## config.mk

```make
export PLATFORM = sky130hd
export DESIGN_NAME = opl_slot_rmw_sequencer_flat
export DESIGN_NICKNAME = d
export VERILOG_FILES = /design/src/rtl/opl_slot_rmw_sequencer_if.sv /design/src/rtl/opl_slot_rmw_sequencer.sv /design/src/flat_wrapper.sv
export SDC_FILE = /design/constraint.sdc
export NUM_CORES = 1
export LEC_CHECK = 0
export ABC_AREA = 1
export BUFFER_PORTS_ARGS = -buffer_cell sky130_fd_sc_hd__buf_4
export CAP_MARGIN = 10
export CORE_MARGIN = 4
export CORE_UTILIZATION = 40
export CTS_CLUSTER_SIZE = 24
export DETAILED_ROUTE_END_ITERATION = 8
export GPL_TIMING_DRIVEN = 1
export PLACE_DENSITY = 0.7
export SYNTH_ARGS = -nofsm -noshare
export SYNTH_HDL_FRONTEND = slang
export SYNTH_SLANG_ARGS = --single-unit
export TNS_END_PERCENT = 100
```

## constraint.sdc

```tcl
create_clock -name clk -period 1.6 [get_ports clk]
set_input_delay 0.32 -clock clk [delete_from_list [all_inputs] [get_ports clk]]
set_output_delay 0.32 -clock clk [all_outputs]
set_load 0.05 [all_outputs]
```

## src/rtl/opl_slot_rmw_sequencer_if.sv

```systemverilog
// Memory-port and datapath handshake bundle for opl_slot_rmw_sequencer.
// master = sequencer side, slave = memory bank plus operator datapath.
interface opl_slot_rmw_sequencer_if #(
  parameter int DATA_WIDTH = 32,
  parameter int DEPTH      = 36
);
  localparam int AW = (DEPTH > 1) ? $clog2(DEPTH) : 1;

  logic                  mem_wea;
  logic [AW-1:0]         mem_addra;
  logic [DATA_WIDTH-1:0] mem_dia;
  logic                  mem_reb;
  logic [AW-1:0]         mem_addrb;
  logic [DATA_WIDTH-1:0] mem_dob;
  logic                  slot_valid;
  logic [AW-1:0]         slot_num;
  logic [DATA_WIDTH-1:0] slot_state;
  logic                  upd_valid;
  logic [DATA_WIDTH-1:0] upd_data;

  modport master (
    output mem_wea, mem_addra, mem_dia, mem_reb, mem_addrb,
    output slot_valid, slot_num, slot_state,
    input  mem_dob, upd_valid, upd_data
  );

  modport slave (
    input  mem_wea, mem_addra, mem_dia, mem_reb, mem_addrb,
    input  slot_valid, slot_num, slot_state,
    output mem_dob, upd_valid, upd_data
  );
endinterface

```

## src/rtl/opl_slot_rmw_sequencer.sv

```systemverilog
// Per-sample read-modify-write sweep over the slot state bank (RD -> WAIT -> EMIT -> WB).
// Define OPL_SLOT_RMW_OVERRUN_EN to build the sticky overrun flag; otherwise overrun is tied low.
module opl_slot_rmw_sequencer #(
  parameter int DATA_WIDTH   = 32,
  parameter int DEPTH        = 36,
  parameter int OUTPUT_DELAY = 1
) (
  input  logic clk,
  input  logic reset_n,
  input  logic sample_clk_en,
  output logic busy,
  output logic sweep_done,
  output logic overrun,
  opl_slot_rmw_sequencer_if.master bus
);
  localparam int AW = (DEPTH > 1) ? $clog2(DEPTH) : 1;
  localparam logic [AW-1:0] LAST_SLOT = AW'(DEPTH - 1);
  localparam logic [1:0]    WAIT_LAST = 2'((OUTPUT_DELAY > 0) ? OUTPUT_DELAY - 1 : 0);

  typedef enum logic [2:0] {S_IDLE, S_RD, S_WAIT, S_EMIT, S_WB} state_t;

  state_t                state_reg, state_next;
  logic [AW-1:0]         slot_reg, slot_next;
  logic [1:0]            wait_reg, wait_next;
  logic [DATA_WIDTH-1:0] slot_state_next;
  logic [DATA_WIDTH-1:0] dia_next;
  logic                  done_next;
  logic                  can_start;

  // The sweep_done cycle is still treated as busy for start-strobe purposes.
  assign can_start = (state_reg == S_IDLE) && !sweep_done;

  always_comb begin
    state_next      = state_reg;
    slot_next       = slot_reg;
    wait_next       = wait_reg;
    slot_state_next = bus.slot_state;
    dia_next        = bus.mem_dia;
    done_next       = 1'b0;
    case (state_reg)
      S_IDLE: begin
        if (sample_clk_en && can_start) begin
          state_next = S_RD;
          slot_next  = '0;
        end
      end
      S_RD: begin
        wait_next = '0;
        if (OUTPUT_DELAY == 0) begin
          state_next      = S_EMIT;
          slot_state_next = bus.mem_dob;
        end else begin
          state_next = S_WAIT;
        end
      end
      S_WAIT: begin
        if (wait_reg == WAIT_LAST) begin
          state_next      = S_EMIT;
          slot_state_next = bus.mem_dob;
          wait_next       = '0;
        end else begin
          wait_next = wait_reg + 2'd1;
        end
      end
      S_EMIT: begin
        if (bus.upd_valid) begin
          dia_next   = bus.upd_data;
          state_next = S_WB;
        end
      end
      S_WB: begin
        if (slot_reg == LAST_SLOT) begin
          slot_next  = '0;
          done_next  = 1'b1;
          state_next = S_IDLE;
        end else begin
          slot_next  = slot_reg + AW'(1);
          state_next = S_RD;
        end
      end
      default: state_next = S_IDLE;
    endcase
  end

  // Every output is a flop fed from the next-state decode so it lines up with the state it describes.
  always_ff @(posedge clk or negedge reset_n) begin
    if (!reset_n) begin
      state_reg      <= S_IDLE;
      slot_reg       <= '0;
      wait_reg       <= '0;
      busy           <= 1'b0;
      sweep_done     <= 1'b0;
      bus.mem_wea    <= 1'b0;
      bus.mem_addra  <= '0;
      bus.mem_dia    <= '0;
      bus.mem_reb    <= 1'b0;
      bus.mem_addrb  <= '0;
      bus.slot_valid <= 1'b0;
      bus.slot_num   <= '0;
      bus.slot_state <= '0;
    end else begin
      state_reg      <= state_next;
      slot_reg       <= slot_next;
      wait_reg       <= wait_next;
      busy           <= (state_next != S_IDLE);
      sweep_done     <= done_next;
      bus.mem_wea    <= (state_next == S_WB);
      bus.mem_addra  <= slot_next;
      bus.mem_dia    <= dia_next;
      bus.mem_reb    <= (state_next == S_RD);
      bus.mem_addrb  <= slot_next;
      bus.slot_valid <= (state_next == S_EMIT);
      bus.slot_num   <= slot_next;
      bus.slot_state <= slot_state_next;
    end
  end

`ifdef OPL_SLOT_RMW_OVERRUN_EN
  always_ff @(posedge clk or negedge reset_n) begin
    if (!reset_n) begin
      overrun <= 1'b0;
    end else if (sample_clk_en && !can_start) begin
      overrun <= 1'b1;
    end
  end
`else
  assign overrun = 1'b0;
`endif
endmodule

```

## src/flat_wrapper.sv

```systemverilog
// flat-port wrapper written by rule: the top's interface ports become plain ports
module opl_slot_rmw_sequencer_flat 
#(
  parameter int DATA_WIDTH   = 32,
  parameter int DEPTH        = 36,
  parameter int OUTPUT_DELAY = 1
)
  (clk, reset_n, sample_clk_en, busy, sweep_done, overrun, bus_mem_wea, bus_mem_addra, bus_mem_dia, bus_mem_reb, bus_mem_addrb, bus_slot_valid, bus_slot_num, bus_slot_state, bus_mem_dob, bus_upd_valid, bus_upd_data);
  opl_slot_rmw_sequencer_if #(.DATA_WIDTH(DATA_WIDTH), .DEPTH(DEPTH)) bus_i ();
  input  logic clk;
  input  logic reset_n;
  input  logic sample_clk_en;
  output logic busy;
  output logic sweep_done;
  output logic overrun;
  output wire logic [$bits(bus_i.mem_wea)-1:0] bus_mem_wea;
  output wire logic [$bits(bus_i.mem_addra)-1:0] bus_mem_addra;
  output wire logic [$bits(bus_i.mem_dia)-1:0] bus_mem_dia;
  output wire logic [$bits(bus_i.mem_reb)-1:0] bus_mem_reb;
  output wire logic [$bits(bus_i.mem_addrb)-1:0] bus_mem_addrb;
  output wire logic [$bits(bus_i.slot_valid)-1:0] bus_slot_valid;
  output wire logic [$bits(bus_i.slot_num)-1:0] bus_slot_num;
  output wire logic [$bits(bus_i.slot_state)-1:0] bus_slot_state;
  input wire logic [$bits(bus_i.mem_dob)-1:0] bus_mem_dob;
  input wire logic [$bits(bus_i.upd_valid)-1:0] bus_upd_valid;
  input wire logic [$bits(bus_i.upd_data)-1:0] bus_upd_data;
  assign bus_mem_wea = bus_i.mem_wea;
  assign bus_mem_addra = bus_i.mem_addra;
  assign bus_mem_dia = bus_i.mem_dia;
  assign bus_mem_reb = bus_i.mem_reb;
  assign bus_mem_addrb = bus_i.mem_addrb;
  assign bus_slot_valid = bus_i.slot_valid;
  assign bus_slot_num = bus_i.slot_num;
  assign bus_slot_state = bus_i.slot_state;
  assign bus_i.mem_dob = bus_mem_dob;
  assign bus_i.upd_valid = bus_upd_valid;
  assign bus_i.upd_data = bus_upd_data;
  opl_slot_rmw_sequencer #(.DATA_WIDTH(DATA_WIDTH), .DEPTH(DEPTH), .OUTPUT_DELAY(OUTPUT_DELAY)) u_core (.clk(clk), .reset_n(reset_n), .sample_clk_en(sample_clk_en), .busy(busy), .sweep_done(sweep_done), .overrun(overrun), .bus(bus_i));
endmodule
```

-- Yosys cells after proc, flatten, opt, wreduce, memory -nomap -nowiden
Cells that the tools add are included.
- flip-flop bits (word level): 80
- $add $sub $neg: 2
- equality and inequality tests: 9
- multiplexer cells: 12
- reduce and logical (&&, ||, !) cells: 11
- operators with widths (cell ; number):
    $pmux W3 S5 ; 1
    $mux W6 ; 2
    $pmux W6 S2 ; 1
    $eq A3 B2 Y1 const B ; 3
    $mux W3 ; 3
    $add A6 B1 Y6 const B ; 1
    $eq A3 B1 Y1 const B ; 2
    $eq A3 B3 Y1 const B ; 2
    $eq A6 B6 Y1 const B ; 1
    $reduce_and A2 Y1 ; 3
    $pmux W2 S2 ; 1
    $reduce_bool A2 Y1 ; 2
    $logic_not A3 Y1 ; 1
    $mux W1 ; 3
    $reduce_bool A3 Y1 ; 1
    $add A2 B1 Y2 const B ; 1
    $logic_and A1 B1 Y1 ; 2
    $logic_not A2 Y1 ; 1
    $mux W2 ; 1
    $ne A2 B2 Y1 const B ; 1
    $logic_not A1 Y1 ; 1

-- Logic depth before layout (Yosys ltp)
Gate-level depths: netlist of the first run.
- word-level depth: 6
- depth in mapped cells: 7

-- Worst setup path before layout of the first run
OpenSTA, ideal clock, no wires.
- path kind: register to register
- start point: register, netlist name u_core.bus.mem_addra[0]
- end point: register u_core.busy
- setup time: 0.125 ns
- arrival time: 1.435 ns
- data required time: 1.475 ns
- setup slack: 0.040 ns
- stages on the path, launching flop included: 7
- path buffers: 0
- clock period less this slack: 1.560 ns
- cell sequence: dfrtp_1 > ha_1 > nand2_1 > nor2_1 > nor2_1 > nor2_1 > nand2_1
- RTL lines (item ; line ; RTL):
    end signal, assigned ; opl_slot_rmw_sequencer.sv:105 ; busy <= (state_next != S_IDLE);
    end, declared ; opl_slot_rmw_sequencer.sv:11 ; output logic busy,

==> flow_metrics.py, run 1 <==
metrics = {
    "status": {
        "status": "completed",
    },
    "synth": {
        "syn_nets": 443,
        "seq_area_frac_synth": 0.6008,
        "ys.flop_type": "dfrtp_1",
        "netlist_area_um2": 3332,
        "yosys_warnings": 0,
        "synth_cells": 372,
        "synth_cell_type_count": 24,
        "async_flop_share": 1.000,
        "synth.avg_cell_area_um2": 8.957,
        "synth_seq_cells": 80,
        "synth_edf_count": 0,
    },
    "critical_path": {
        "startpoint_type": "register",
        "crit_path_end_kind": "primary output",
        "crit_fanout": 9,
        "criticalPathCategory": "reg -> out",
        "path_cells": "buf_4",
        "required_ps": 1280,
        "critical_path.slowest_cell": "dfrtp_1",
        "cp_top_family": "flip-flops",
        "regToRegSetupSlack_ps": 210,
        "cp_num_buf_inv": 1,
        "critPathMaxStageDelay_ps": 520,
        "critPathArrivalTime_ps": 1110,
    },
    "drt": {
        "wl_mm": 8.112,
        "post_drt_wl_per_cell_um": 12.90,
        "dr.pass1.iters": 4,
        "ant_nets": 0,
        "vias_per_cell": 4.442,
        "first_iter_violations": 70,
        "via_count": 2794,
        "drc": 0,
    },
    "clocking": {
        "cts_setup_buffers": 0,
        "cts_tree": "done",
        "cts_sinks": 80,
        "cts_buffer_depth": 2,
        "cts_resized": 0,
        "clk_pin_slew_ps": 80,
        "cts_buffers": 9,
        "clockRootBuffer": "clkbuf_8",
        "clkLatencyLatePin_ps": 330,
        "htreeDepth": 3,
    },
    "global_route": {
        "grt-ovfl-total": 0,
        "antenna_found_initial": 0,
        "grt_pass1_vias": 2905,
        "grt_start_max_net_pins": 34,
        "grt_pass1_wl_mm": 13.65,
        "grt_usage": 0.1708,
    },
    "timing": {
        "fin_setup_tns_ps": 0,
        "rsz0062_at_grt": "no",
        "final-max-slew-violation-count": 0,
        "max_freq_ghz": 0.6972,
        "final_hold_viol_count": 0,
        "fin_crit_ps": 1434,
        "setup_viol": 0,
        "period_share": 0.8965,
        "fin_skew_ps": 9.236,
    },
    "floorplan": {
        "io-pin-count": 156,
        "rows": 33,
        "die_w_um": 99.27,
        "design.core.area_um2": 8175,
        "die_h_um": 99.27,
        "start_util": 0.4076,
        "die_area_um2": 9855,
    },
    "layout": {
        "largestRegisters": "u_core.bus.mem_dia: 32 flops, u_core.bus.slot_state: 32 flops, u_core.bus.mem_addra: 6 flops",
        "final_nets": 590,
        "fillers": 765,
        "diodes": 0,
        "layout_common_cells": "nand2_1 (199), buf_4 (159), dfrtp_1 (80)",
        "syn2layout_area_growth_pct": 40.97,
        "layout_commonest_cell": "nand2_1",
        "multi_input_comb_area_um2": 1061,
        "drive_gt1_frac": 0.3664,
        "seqCellArea_um2": 2002,
    },
    "worst_hold_path": {
        "hold_class": "in -> reg",
    },
    "flow_run": {
        "drv_cap": 0,
    },
    "placed_design": {
        "place_congestion": 0.7763,
        "port-buffer-count": 154,
        "dpl.hpwl_mm": 6.190,
    },
}
-- repair_timing --
item / in CTS / in global routing
endpoints found under the setup margin: 0 / 0
endpoints found under the hold margin: 25 / 0
hold buffers: 1 / 0
-- logic make-up after synthesis --
group	synth area share
other	0.001125
AOI/OAI and AO/OA	0.01051
adders and majority gates	0.01127
DFF	0.6008
buffers and inverters	0.08073
and+or+nand+nor	0.2876
xor gates and xnor gates	0.007887
-- area by class of cell --
cell class,count,share of cell area
flip-flops and latches,80,0.4262
repair buffers,162,0.2648
multi-input cells,251,0.2259
clock buffers,13,0.03383
well taps,105,0.02797
inverters,15,0.01279
clock inverters,3,0.008524
-- synth_stat cells (2+ instances only) --
cell type / n / area, um2
buf_2: 7 / 35.03
buf_4: 13 / 97.59
buf_6: 5 / 56.30
dfrtp_1: 80 / 2002
ha_1: 3 / 37.54
inv_1: 12 / 45.04
nand2_1: 199 / 747.0
nand2_2: 10 / 62.56
nand3_1: 13 / 65.06
nand3_2: 2 / 20.02
nand4_1: 2 / 12.51
nor2_1: 9 / 33.78
o21ai_0: 4 / 20.02
o21ai_1: 2 / 10.01
xor2_1: 2 / 17.52
-- path summary, 6_finish.rpt --
kind	startpoint	to	cells past startpoint
max	u_core.bus.mem_addra[2]	bus_slot_num[2]	1
min	bus_mem_dob[5]	u_core.bus.slot_state[5]	3
max reg2reg	u_core.state_reg[0]	u_core.bus.mem_dia[20]	6
min reg2reg	u_core.bus.slot_state[23]	u_core.bus.slot_state[23]	2
max in group asynchronous	reset_n	u_core.bus.slot_state[1]	3
min in group asynchronous	reset_n	u_core.bus.mem_dia[28]	2
-- layer usage --
layer	track usage	share of wire	up-vias
met5	0	0	-
met4	0.04097	0.0075	0
met3	0.07363	0.10	5
met2	0.2779	0.48	102
met1	0.2110	0.41	1286
li1	-	-	1401
-- through the flow --
stage,instance area (um2),instances,util,setup slack [ps],hold slack [ps]
3_5_place_dp,4488,612,0.5490,175.3,268.9
3_3_place_gp,4488,612,0.5490,237.7,265.8
5_1_grt,4697,629,0.5745,4.684,153.4
4_1_cts,4697,629,0.5745,142.3,156.0
6_report,4697,629,0.5745,165.6,175.7
2_1_floorplan,3332,372,-,40.06,24.41
Power of run 1 is left out: the tool's default activity adds up to more than one toggle a clock period on the data nets, which glitch-free logic cannot reach.
==> run 2: changes to the inputs <==
--- a/constraint.sdc
+++ b/constraint.sdc
@@ -3,2 +3,2 @@
 set_output_delay 0.32 -clock clk [all_outputs]
-set_load 0.05 [all_outputs]
+set_load 0.1 [all_outputs]
==> flow_metrics.py, run 2 (same netlist as run 1, synthesis figures left out) <==
metrics = {
    "floorplan": {
        "die_area_um2": 9855,
        "die_h_um": 99.27,
        "design.core.area_um2": 8175,
        "rows": 33,
        "io-pin-count": 156,
        "die_w_um": 99.27,
        "start_util": 0.4076,
    },
    "placed_design": {
        "port-buffer-count": 154,
        "place_congestion": 0.7621,
        "dp_cells": 611,
        "dpl.hpwl_mm": 5.951,
        "placed_area_um2": 4488,
    },
    "layout": {
        "layout_commonest_cell": "nand2_1",
        "layout_common_cells": "nand2_1 (199), buf_4 (158), dfrtp_1 (74)",
        "fin_cells": 628,
        "syn2layout_area_growth_pct": 41.61,
        "largestRegisters": "u_core.bus.mem_dia: 32 flops, u_core.bus.slot_state: 32 flops, u_core.bus.mem_addra: 6 flops",
        "diodes": 0,
        "drive_gt1_frac": 0.3786,
        "fin_util": 0.5771,
        "fin_area_um2": 4718,
        "final_nets": 589,
    },
    "global_route": {
        "grt-ovfl-total": 0,
        "met2_usage": 0.2732,
        "antenna_found_initial": 0,
        "grtUsageMet1": 0.2035,
        "grtUsageMet3": 0.06802,
        "grt_pass1_wl_mm": 13.35,
        "grt_start_max_net_pins": 34,
        "grt_most_used_layer": "met2",
        "grt_usage": 0.1672,
        "grt_pass1_vias": 2869,
    },
    "timing": {
        "period_share": 0.8922,
        "max_freq_ghz": 0.7005,
        "fin_setup_tns_ps": 0,
        "fin_skew_ps": 7.294,
        "final-max-slew-violation-count": 0,
        "final_hold_viol_count": 0,
        "fin_crit_ps": 1428,
        "rsz0062_at_grt": "yes",
        "setup_viol": 0,
    },
    "critical_path": {
        "crit_path_end_kind": "primary output",
        "criticalPathCategory": "reg -> out",
        "reg2reg_to": "u_core.busy",
        "startpoint_type": "register",
        "crit_fanout": 9,
        "cp.depth": 1,
        "reg2reg_from": "u_core.wait_reg[1]",
        "path_cells": "buf_4",
        "required_ps": 1280,
        "cp_top_family": "flip-flops",
        "critPathMaxStageDelay_ps": 450,
        "regToRegSetupSlack_ps": 200,
        "r2r_cells": 7,
        "critical_path.slowest_cell": "dfrtp_2",
        "critPathArrivalTime_ps": 1110,
        "cp_num_buf_inv": 1,
    },
    "clocking": {
        "clk_pin_slew_ps": 90,
        "clkLatencyLatePin_ps": 340,
        "clockRootBuffer": "clkbuf_8",
        "cts_tree": "done",
        "htreeDepth": 3,
        "cts_setup_buffers": 0,
        "cts_sinks": 80,
        "cts_resized": 0,
        "cts_buffer_depth": 2,
        "cts_buffers": 9,
    },
    "drt": {
        "vias_per_cell": 4.475,
        "ant_nets": 0,
        "post_drt_wl_per_cell_um": 12.79,
        "drc": 0,
        "dr.pass1.iters": 4,
        "via_count": 2810,
        "wl_mm": 8.031,
        "first_iter_violations": 43,
    },
    "worst_hold_path": {
        "worstHoldPathCells": 3,
        "holdPathEnd": "u_core.bus.slot_state[16]",
        "hold_start": "bus_mem_dob[16]",
        "hold_class": "in -> reg",
    },
    "status": {
        "status": "completed",
    },
    "flow_run": {
        "drv_cap": 0,
    },
}
[run 2: metal layers]
layer,part of all wire,up-vias,wire length [um]
met1,0.40,1299,3226
met5,0,-,0
met3,0.10,8,816
met4,0.0097,0,78
met2,0.49,99,3911
li1,-,1404,-
[run 2: layout make-up]
class	count	area, um2
fillers	755	3457
flip-flops and latches	80	2009
repair buffers	161	1236
multi-input cells	251	1061
clock buffers	11	141.4
well taps	105	131.4
clock inverters	5	78.83
inverters	15	60.06
[run 2: how the worst max path moves through the flow]
stage,from,endpoint,slack (ps)
2_1_floorplan,u_core.sweep_done,u_core.busy,30
3_3_place_gp,u_core.wait_reg[0],u_core.bus.slot_state[24],220
3_5_place_dp,u_core.wait_reg[1],u_core.bus.slot_state[29],170
4_1_cts,u_core.bus.mem_addra[0],bus_mem_addra[0],150
5_1_grt,u_core.wait_reg[1],u_core.busy,-9
6_report,u_core.bus.mem_addra[0],bus_mem_addra[0],170
[run 2: through the flow]
stage          hold WS, ps  worst slack, ps
2_1_floorplan        24.41            34.23
3_3_place_gp         263.7            224.9
3_5_place_dp         264.3            165.9
4_1_cts              144.9            145.1
5_1_grt              149.7           -9.406
6_report             167.7            172.5
[run 2: worst min-delay path, stage by stage]
cell and delay (ps):
buf_4 80, nand2_1 40, nand2_1 40
[run 2: timing repair]
action                                 in CTS  in global routing
hold buffers                                1                  0
endpoints found under the hold margin      25                  0
setup endpoints to repair                   0                  1
Power of run 2 is left out for the same reason.
